<file path="config.mk">
export PLATFORM = sky130hd
export DESIGN_NAME = vend_dispense_ctrl
export DESIGN_NICKNAME = d
export VERILOG_FILES = /design/src/rtl/vend_pkg.sv /design/src/rtl/vend_slot_decoder.sv /design/src/rtl/vend_dispense_ctrl.sv
export SDC_FILE = /design/constraint.sdc
export NUM_CORES = 1
export LEC_CHECK = 0
export CORE_MARGIN = 10
export CORE_UTILIZATION = 51
export CTS_CLUSTER_DIAMETER = 50
export DETAILED_ROUTE_END_ITERATION = 8
export PLACE_DENSITY_LB_ADDON = 0.08
export SYNTH_ARGS = -nofsm -noshare
export SYNTH_HDL_FRONTEND = slang
export SYNTH_SLANG_ARGS = --single-unit
</file>
<file path="constraint.sdc">
create_clock -name clk -period 2.05 [get_ports clk]
set_clock_uncertainty 0.1 [all_clocks]
set_input_delay 0.5125 -clock clk [delete_from_list [all_inputs] [get_ports clk]]
set_output_delay 0.5125 -clock clk [all_outputs]
set_load 0.05 [all_outputs]
</file>
<file path="src/rtl/vend_pkg.sv">
// Shared types and default sizes for the vending dispense sequencer.
package vend_pkg;

  typedef enum logic [1:0] {
    IDLE,
    DRIVE,
    WAIT_DROP,
    REPORT
  } vend_disp_state_t;

  // Outcome of a dispense; selects which pulse fires in REPORT.
  typedef enum logic [1:0] {
    OK,
    EMPTY,
    JAM
  } vend_result_t;

  localparam int VEND_NSLOT   = 8;
  localparam int VEND_SEL_W   = 3;
  localparam int VEND_STOCK_W = 4;

endpackage

</file>
<file path="src/rtl/vend_slot_decoder.sv">
// SEL_W-to-NSLOT one-hot decoder with enable; all-zero when disabled or sel out of range.
module vend_slot_decoder #(
  parameter int SEL_W = 3,
  parameter int NSLOT = 8
) (
  input  logic             en,
  input  logic [SEL_W-1:0] sel,
  output logic [NSLOT-1:0] onehot
);

  // One line per slot, raised only when enabled and selected
  always_comb begin
    onehot = '0;
    for (int i = 0; i < NSLOT; i++) begin
      if (en && (int'(sel) == i)) onehot[i] = 1'b1;
    end
  end

endmodule

</file>
<file path="src/rtl/vend_dispense_ctrl.sv">
// Dispense sequencer: accepts one slot request, pulses that slot's motor,
// waits for the drop sensor and reports done / empty / jam.
// Optional per-slot stock tracking is enabled by defining STOCK_TRACK_EN.
module vend_dispense_ctrl
  import vend_pkg::*;
#(
  parameter int NSLOT       = VEND_NSLOT,
  parameter int SEL_W       = VEND_SEL_W,
  parameter int STOCK_W     = VEND_STOCK_W,
  parameter int STOCK_INIT  = 5,
  parameter int PULSE_CYC   = 16,
  parameter int TIMEOUT_CYC = 64
) (
  input  logic             clk,
  input  logic             rst,
  input  logic             req_valid,
  input  logic [SEL_W-1:0] req_sel,
  output logic             req_ready,
  input  logic             restock,
  input  logic             sensor_drop,
  output logic [NSLOT-1:0] motor_en,
  output logic             busy,
  output logic             done,
  output logic             err_empty,
  output logic             err_jam
);

  localparam int CNT_MAX = (PULSE_CYC > TIMEOUT_CYC) ? PULSE_CYC : TIMEOUT_CYC;
  localparam int CNT_W   = $clog2(CNT_MAX + 1);
  localparam logic [STOCK_W-1:0] STOCK_LOAD = STOCK_W'(STOCK_INIT);

  vend_disp_state_t   state;
  logic [CNT_W-1:0]   cnt;
  logic               drop_flag;
  logic [SEL_W-1:0]   sel_q;
  logic               slot_ok;
  logic               take;
  logic               dec_en;
  logic [SEL_W-1:0]   dec_sel;
  logic [NSLOT-1:0]   dec_out;

  function automatic logic [STOCK_W-1:0] sat_dec(input logic [STOCK_W-1:0] v);
    return (v == '0) ? v : v - 1'b1;
  endfunction

  function automatic logic [2:0] report_pulse(input vend_result_t r);
    case (r)
      OK:      return 3'b100;
      EMPTY:   return 3'b010;
      default: return 3'b001;
    endcase
  endfunction

  assign take = (state == WAIT_DROP) && (drop_flag || sensor_drop);

`ifdef STOCK_TRACK_EN
  logic [STOCK_W-1:0] stock [NSLOT];

  // A request can proceed only for an in-range slot that still holds product
  always_comb begin
    slot_ok = 1'b0;
    for (int i = 0; i < NSLOT; i++) begin
      if ((int'(req_sel) == i) && (stock[i] != '0)) slot_ok = 1'b1;
    end
  end

  // Stock: reset/restock reload every slot (restock beats a same-cycle decrement)
  always_ff @(posedge clk) begin
    for (int i = 0; i < NSLOT; i++) begin
      if (rst || restock)               stock[i] <= STOCK_LOAD;
      else if (take && int'(sel_q) == i) stock[i] <= sat_dec(stock[i]);
    end
  end
`else
  logic unused_sig;
  assign unused_sig = restock | take;

  // Without stock tracking only an out-of-range slot is refused
  always_comb slot_ok = int'(req_sel) < NSLOT;
`endif

  // Motor line follows the slot that will be in DRIVE during the next cycle
  always_comb begin
    dec_sel = (state == IDLE) ? req_sel : sel_q;
    dec_en  = ((state == IDLE) && req_valid && slot_ok) ||
              ((state == DRIVE) && (cnt != CNT_W'(PULSE_CYC - 1)));
  end

  vend_slot_decoder #(
    .SEL_W (SEL_W),
    .NSLOT (NSLOT)
  ) u_dec (
    .en     (dec_en),
    .sel    (dec_sel),
    .onehot (dec_out)
  );

  // Sequencer: all outputs registered, result pulses last exactly one REPORT cycle
  always_ff @(posedge clk) begin
    if (rst) begin
      state     <= IDLE;
      cnt       <= '0;
      drop_flag <= 1'b0;
      motor_en  <= '0;
      busy      <= 1'b0;
      req_ready <= 1'b1;
      {done, err_empty, err_jam} <= 3'b000;
    end else begin
      motor_en <= dec_out;
      {done, err_empty, err_jam} <= 3'b000;
      case (state)
        IDLE: begin
          if (req_valid) begin
            sel_q     <= req_sel;
            cnt       <= '0;
            drop_flag <= 1'b0;
            req_ready <= 1'b0;
            busy      <= 1'b1;
            if (slot_ok) begin
              state <= DRIVE;
            end else begin
              state <= REPORT;
              {done, err_empty, err_jam} <= report_pulse(EMPTY);
            end
          end
        end
        DRIVE: begin
          if (sensor_drop) drop_flag <= 1'b1;
          if (cnt == CNT_W'(PULSE_CYC - 1)) begin
            state <= WAIT_DROP;
            cnt   <= '0;
          end else begin
            cnt <= cnt + 1'b1;
          end
        end
        WAIT_DROP: begin
          if (drop_flag || sensor_drop) begin
            state <= REPORT;
            {done, err_empty, err_jam} <= report_pulse(OK);
          end else if (cnt == CNT_W'(TIMEOUT_CYC - 1)) begin
            state <= REPORT;
            {done, err_empty, err_jam} <= report_pulse(JAM);
          end else begin
            cnt <= cnt + 1'b1;
          end
        end
        default: begin
          state     <= IDLE;
          busy      <= 1'b0;
          req_ready <= 1'b1;
        end
      endcase
    end
  end

endmodule

</file>
==> impl_metrics.csv <==
group,metric,value,unit
run_status,status,"completed",
worst_setup_path,cp-start-kind,"register",
worst_setup_path,cp_slowest_stage_delay,0.42,ns
final_layout,multi_input_area,659.4,um2
clocking,cts.sinks,25,
route,first_iter_violations,88,
global_route,grt_pass1_wl,4298,um
yosys,yosys_warnings,0,
die,dieArea,0.004841,mm2
power_and_ir_drop,power_density,1107,mW/mm2
worst_setup_path,path_cells,"inv_1 -> ha_1 -> o21ai_1 -> a21oi_2 -> o211ai_4 -> o32ai_2",
clocking,cts_buffers,3,
worst_setup_path,r2r_cells,6,
die,coreArea,0.002276,mm2
clocking,post_cts_buffers,0,
route,wl,2581,um
final_layout,final_area,0.001465,mm2
yosys,postSynthCellCount,133,
yosys,synth_ff_type,"dfxtp_1",
global_route,grt_max_degree,14,
global_route,grt_antenna_before_repair,0,
yosys,synth_seq_cells,25,
worst_setup_path,r2r_end,"cnt[6]",
worst_hold_path,min-delay-path-class,"reg -> reg",
flow_run,maxCapViolCount,0,
clocking,cts_tree,"yes",
place,globalplace.congestion,0.8404,
place,placed_area,0.001439,mm2
worst_setup_path,required,2.19,ns
worst_setup_path,worst_ep_arrival_time,2.04,ns
route,num_vias,1011,
timing,fin_crit_sh,92.45,%
worst_hold_path,holdPathStages,2,
clocking,cts-root-buf,"clkbuf_4",
route,viasPerCell,5.586,
final_layout,fill_cells,194,
yosys,avgSynthCellArea,9.426,um2
clocking,ctsHoldBuffers,0,
final_layout,drive_above_1_share,20.92,%
power_and_ir_drop,p_leak,0.0005882,uW
yosys,netlist_area,0.001254,mm2
global_route,grt_pass1_vias,899,
final_layout,fin_nets,168,
yosys,ys_types,48,
clocking,clock_latency,0.31,ns
worst_setup_path,crit_path_top_delay_cell,"dfxtp_1",
yosys,syn_nets,147,
yosys,synthArstFlopShare,0,%
worst_hold_path,whs_endpoint,"busy",
route,ant_nets,0,
clocking,cts.htree.levels,1,
timing,setup_viol,0,
timing,period_minus_slack,1.895,ns
worst_setup_path,crit_type,"reg -> reg",
die,start_util,55.09,%
final_layout,area_growth,16.87,%
place,portBuffers,18,
timing,setup_slack,0.1547,ns
place,hpwl,2019,um
worst_setup_path,cp_max_fo,6,
timing,hold_viol,0,
timing,fin_tns_setup,0,ns
power_and_ir_drop,peakVddDrop,759.2,uV
clocking,clockBufferDepth,2,
worst_setup_path,reg2reg_from,"state[0]",
die,ios,21,
timing,drv_slew,0,
global_route,grt_use_total,10.20,%
worst_hold_path,hp-start,"busy",
final_layout,antennaDiodeCount,0,
route,routedWlPerCell,14.26,um
die,fp.dieW,69.58,um
worst_setup_path,r2r_slack,0.15,ns
clocking,path_clk_slew,0.14,ns
route,dr.pass1.iters,4,
final_layout,seq_area,530.5,um2
timing,rsz0062_at_grt,"no",
worst_setup_path,end_kind,"register",
power_and_ir_drop,p_total,1622,uW
clocking,ctsResizeCount,0,
die,dieHeight,69.58,um
die,rows,17,
place,post-place-ws,0.0006098,ns
yosys,synth_edf_count,3,
yosys,ys_seq_area_share,42.32,%
global_route,overflow,0,
route,drc_errors,0,
timing,fmax,527.6,MHz
cell usage after synthesis, types with 2 or more instances:
master     n  area (um2)
buf_2      3       15.01
ha_1       6       75.07
a31oi_1    2       12.51
nor2b_1    2       12.51
a21o_1     2       15.01
mux2i_1    2       20.02
nor3_1    12       60.06
a211oi_1   2       15.01
or3_1      2       12.51
o221ai_2   2       30.03
edfxtp_1   3       90.09
inv_1      8       30.03
a21oi_2    2       17.52
nand2b_1   3       18.77
dfxtp_1   22       440.4
nor2_1     8       30.03
nand3_1    3       15.01
o21ai_1    2       10.01
a21oi_1    4       20.02
nand2_1   13       48.80
nand4_1    2       12.51
o32ai_2    2       32.53
registers in the layout (all words and copies together), names as in the netlist:
register / cells
motor_en: 8
state: 2
req_ready: 1
err_jam: 1
busy: 1
drop_flag: 1
cnt: 7
sel_q: 3
done: 1
cell families after synthesis:
logic type               Yosys count  share of synthesized area [%]
AND/OR/NAND/NOR                   52                          21.36
AO/OA/AOI/OAI                     31                          22.46
flip-flops                        25                          42.32
buffers and inverters             15                          5.089
adder cells (fa/ha/maj)            6                          5.988
multiplexers                       3                          2.495
other                              1                         0.2991
layout by cell type, fill, tap and decap left out, drive strengths merged, types with 3 or more instances in the layout:
master,synthesis,final
ha,6,6
a21oi,6,6
o32ai,3,3
buf,5,16
o221ai,3,3
inv,9,9
clkdlybuf4s50,0,6
nand3,3,3
nand2,13,13
dfxtp,22,22
edfxtp,3,3
clkbuf,1,4
o21ai,3,3
nand2b,3,3
nor2,8,8
nor3,12,12
cell type report:
type	count	area share [%]
clock buffers	4	1.793
inverters	9	2.306
repair buffers	22	12.30
multi-input cells	93	45.00
well taps	28	2.391
flip-flops and latches	25	36.21
through the flow:
step / hold WS [ns] / util [%] / instances
final: 0.3628 / 64.38 / 181
after global routing: 0.3964 / 64.38 / 181
after global placement: 0.3353 / 63.22 / 177
after CTS: 0.3673 / 64.38 / 181
after floorplan: 0.3444 / - / 133
after detailed placement: 0.3480 / 63.22 / 177
power by group:
part / total, uW / switching [uW] / internal, uW
registers: 606 / 43.4 / 563
logic: 799 / 518 / 281
clock network: 217 / 141 / 75.9
total: 1620 / 702 / 920
worst max-delay path, delay by kind of cell (launching register included):
kind / cells / cell delay, ns
AO/OA/AOI/OAI: 4 / 0.85
flip-flops: 1 / 0.42
adder cells (fa/ha/maj): 1 / 0.36
buffers and inverters: 1 / 0.10
how the worst max path moves through the flow:
stage                     endpoint      start  slack (ns)
after global routing        cnt[6]   state[0]        0.05
after global placement      cnt[2]  req_valid       0.001
after floorplan             cnt[6]   state[0]        0.37
after CTS                   cnt[6]   state[0]        0.17
final                       cnt[6]   state[0]        0.15
after detailed placement    cnt[2]  req_valid      0.0006
per-layer routing:
| metal | vias up | share of wire [%] | track usage [%] |
|---|---|---|---|
| met5 | - | 0 | 0 |
| met4 | 0 | 0.43 | 3.548 |
| met3 | 2 | 5.0 | 2.568 |
| met2 | 19 | 42 | 14.31 |
| met1 | 464 | 53 | 14.47 |
| li1 | 526 | - | - |
Power figures use the tool's default switching activity.
==> RTL change 1: new RTL, config.mk and constraints unchanged <==
The 4 states of `vend_disp_state_t` get a one-hot encoding in 4 bits.
--- a/src/rtl/vend_pkg.sv
+++ b/src/rtl/vend_pkg.sv
@@ -3,7 +3,7 @@
 
-  typedef enum logic [1:0] {
-    IDLE,
-    DRIVE,
-    WAIT_DROP,
-    REPORT
+  typedef enum logic [3:0] {
+    IDLE      = 4'b0001,
+    DRIVE     = 4'b0010,
+    WAIT_DROP = 4'b0100,
+    REPORT    = 4'b1000
   } vend_disp_state_t;
Behaviour: same outputs for any inputs over 10 cycles, from zero or initial values and one cycle with rst high; not proved beyond that.
==> RTL change 1 against the unedited design <==
- worst setup slack lost 0.039 ns
- critical path depth is the same
- synthesized area shrank 8.1%
- fmax shrank 2.0%
- cell area shrank 2.6%
- routed wire length shrank 5.7%
- sequential cell count grew 2
- highest routed layer unchanged
Power is not compared: it rests on default switching activity, and its combinational part moved more than twofold at a synthesized area within 25%.
==> RTL change 1: results <==
{
  "status": "complete, no violations",
  "yosysUniqueCellTypes": 39,
  "grt_max_degree": 15,
  "arrival_ns": 2.09,
  "cp-startpoint": "sensor_drop",
  "dp_hpwl_um": 1880,
  "met2WireLength_um": 1040,
  "nets": 166,
  "drt_iter0_drc": 74,
  "powerDensity_mw_per_mm2": 668,
  "groute.usage.overall_pct": 11.1,
  "timing.rr.start": "cnt[0]",
  "route.met3.wl_um": 190,
  "grt_pass1_wl_um": 3960,
  "vias_per_cell": 5.32,
  "synth_area_leaders": "dfxtp_1 (42%), edfxtp_1 (7.8%), nor2_1 (7.2%)",
  "gp_congestion": 0.791,
  "postSynthNetCount": 137,
  "top_regs": "motor_en x8, cnt x7, state x4",
  "path_max_fanout": 7,
  "worstHoldStart": "req_ready",
  "layout-drive-gt1-share_pct": 20.5,
  "ys_top_cells_by_count": "dfxtp_1 (24), nor2_1 (22), a21oi_1 (10)",
  "met1_length_um": 1180,
  "post-synth-top-area-fraction_pct": 41.7
}
RTL change 1: worst max-delay path, cell delays in order:
cell and delay, ns:
clkdlybuf4s50_1 0.44, nor2_1 0.13, o21ai_0 0.12, a21o_2 0.28
or4_1 0.48, a21oi_1 0.13
RTL change 1: path summary, 6_finish.rpt:
path / endpoint / slack (ns)
setup / recovery: cnt[5] / 0.12
hold / removal: req_ready / 0.40
setup reg to reg: cnt[5] / 0.16
hold reg to reg: req_ready / 0.40
RTL change 1: area by class of cell:
class,count,area [um2]
Tap cell,28,35.0
Multi-Input combinational cell,91,538
Inverter,6,22.5
Timing Repair Buffer,28,235
Clock buffer,4,26.3
Sequential cell,27,571
Fill cell,173,763
RTL change 1: cells by family (layout without fill, tap and decap cells):
| kind of cell | Yosys count | after routing | synth area share (%) |
|---|---|---|---|
| adder cells (fa/ha/maj) | 1 | 1 | 1.09 |
| AO/OA/AOI/OAI | 31 | 31 | 17.2 |
| flip-flops | 27 | 27 | 49.5 |
| multiplexers | 2 | 2 | 1.74 |
| other | 1 | 1 | 0.325 |
| XOR/XNOR | 1 | 1 | 0.760 |
| AND/OR/NAND/NOR | 55 | 55 | 25.2 |
| buffers and inverters | 10 | 38 | 4.23 |
RTL change 1: routing by layer:
layer	up-vias	global-route usage [%]
met5	-	0
met4	0	3.85
met3	2	4.30
met2	28	16.0
met1	438	14.7
li1	511	-
RTL change 1: timing repair:
item                       in CTS  in global routing
resized for setup               0                  5
setup buffers                   0                  1
hold buffers                    0                  0
setup endpoints to repair       0                  3
RTL change 1: per-stage QoR:
step	cell area, um2	instances	worst slack [ns]
floorplan	1150	128	0.223
global placement	1380	179	-0.296
detailed placement	1380	179	-0.322
CTS	1410	183	0.00262
global route	1430	184	0.0300
finish	1430	184	0.116
==> RTL change 2: new RTL, same flow settings <==
Made on the original files. Set the parameter `PULSE_CYC` to 32 (it was 16).
--- a/src/rtl/vend_dispense_ctrl.sv
+++ b/src/rtl/vend_dispense_ctrl.sv
@@ -10,3 +10,3 @@
   parameter int STOCK_INIT  = 5,
-  parameter int PULSE_CYC   = 16,
+  parameter int PULSE_CYC   = 32,
   parameter int TIMEOUT_CYC = 64
Behaviour: same outputs for any inputs over 10 cycles, from zero or initial values and one cycle with rst high; that may be too few to reach the edited logic, so the function may still have changed.
==> RTL change 2 against the unedited design <==
- fmax grew 2.9%
- worst setup slack gained 0.053 ns
- routed wire length increased by 8.3%
- sequential cell count stayed put
- synthesized area is 3.5% higher
- critical path depth increased by 1
- sequential share of layout area shrank 1.1 points
- cell area is 3.2% higher
- count of clock-buffer cells in the layout fell by 1
- synthesized cell count up 4.5%
- total power increased by 3.9%
- cell count is 5.5% higher
- global-route usage rose by 1.2 points
- die area up 2.5%
==> RTL change 2: results <==
{
  "status": "complete, no violations",
  "h-tree-depth": 1,
  "critPathTopFamily": "flip-flops",
  "vias_per_cell": 5.81,
  "postSynthNetCount": 153,
  "layout-drive-gt1-share_pct": 20.5,
  "peakVddDrop_uv": 961,
  "post-place-ws_ns": -0.0685,
  "yosysUniqueCellTypes": 47,
  "synth_compound_area_share_pct": 22.8,
  "clk_latency_ns": 0.33,
  "nets": 176,
  "async_reset_ff_share_pct": 0,
  "arrival_ns": 1.98,
  "grt_pass1_vias": 1035,
  "min_path_cells": 2,
  "routed-via-count": 1109,
  "antenna_found_initial": 0,
  "path_max_fanout": 6,
  "ys_top_cells_by_count": "dfxtp_1 (22), nor2_1 (20), nand2_1 (12)",
  "r2r_cells": 7,
  "synth_area_leaders": "dfxtp_1 (34%), edfxtp_1 (6.9%), ha_1 (5.8%)",
  "drt_wl_total_um": 2790,
  "synthAdderAreaFrac_pct": 5.79,
  "syn_area_per_cell_um2": 9.33,
  "slew_violations": 0,
  "dp_hpwl_um": 2170,
  "yosysSeqAreaShare_pct": 40.9,
  "synth_mux_area_share_pct": 3.18,
  "groute.usage.overall_pct": 11.4,
  "drt_iter0_drc": 86,
  "internal_power_w": 0.000951,
  "post_dp_cell_area_mm2": 0.00148,
  "grt_max_degree": 16,
  "ys_warn_count": 0,
  "gp_congestion": 0.890,
  "clk_transition_reported_paths_ns": 0.15,
  "max_stage_delay_ns": 0.44,
  "grt_pass1_wl_um": 4800,
  "p_leak_nw": 0.586,
  "cts_buffers": 3,
  "place_inst": 187,
  "clock_path_buffers": 2
}
[RTL change 2: cell count changes in the layout (fill, tap and decap cells not counted), moves of 2 or more]
cell / before / now
a211o_1: 0 / 2
a211oi_1: 2 / 0
a21oi_1: 4 / 6
a21oi_2: 2 / 0
nor2_1: 8 / 20
nor3_1: 12 / 5
o211ai_1: 0 / 5
o31ai_1: 1 / 3
o32ai_2: 2 / 0
[RTL change 2: cells by family (layout without fill, tap and decap cells)]
family,after synthesis,after routing
AOI/OAI and AO/OA,33,33
DFF,25,25
adders and majority gates,6,6
and+or+nand+nor,56,56
buffers and inverters,14,36
muxes,4,4
other,1,1
[RTL change 2: worst paths after layout]
kind / start / end / slack (ns)
max: state[0] / cnt[5] / 0.21
min: busy / busy / 0.37
max reg2reg: state[0] / cnt[5] / 0.21
min reg2reg: busy / busy / 0.37
[RTL change 2: power by group through the flow]
stage	Sequential (W)	Clock, W	Combinational, W
2_1_floorplan	0.000744	0	0.000477
3_3_place_gp	0.000620	0	0.000816
3_5_place_dp	0.000626	0	0.000835
4_1_cts	0.000614	0.000247	0.000839
5_1_grt	0.000624	0.000262	0.000910
6_report	0.000613	0.000236	0.000836
[RTL change 2: area by class of cell]
cell class	instances	area [um2]
Clock inverter	1	7.51
Tap cell	30	37.5
Inverter	9	33.8
Clock buffer	3	22.5
Fill cell	218	943
Sequential cell	25	531
Multi-Input combinational cell	100	692
Timing Repair Buffer	23	188
[RTL change 2: per-layer routing]
metal  vias to the layer above  GRT usage, %  routed length, um
met5                         -             0                  0
met4                         0          4.17                 37
met3                         4          2.54                 96
met2                        23          17.9               1320
met1                       531          14.7               1340
li1                        551             -                  -
[RTL change 2: per-stage QoR]
step / hold WS, ns / power [W]
3_5_place_dp: 0.350 / 0.00146
6_report: 0.366 / 0.00169
2_1_floorplan: 0.363 / 0.00122
5_1_grt: 0.416 / 0.00180
4_1_cts: 0.375 / 0.00170
3_3_place_gp: 0.338 / 0.00144
[RTL change 2: worst register-to-register path, cell delays in order (launching register included)]
cell and delay, ns:
dfxtp_1 0.44, inv_1 0.09, ha_1 0.29, inv_2 0.18, o211ai_2 0.15, buf_4 0.16, nor2_1 0.21, o221ai_2 0.12
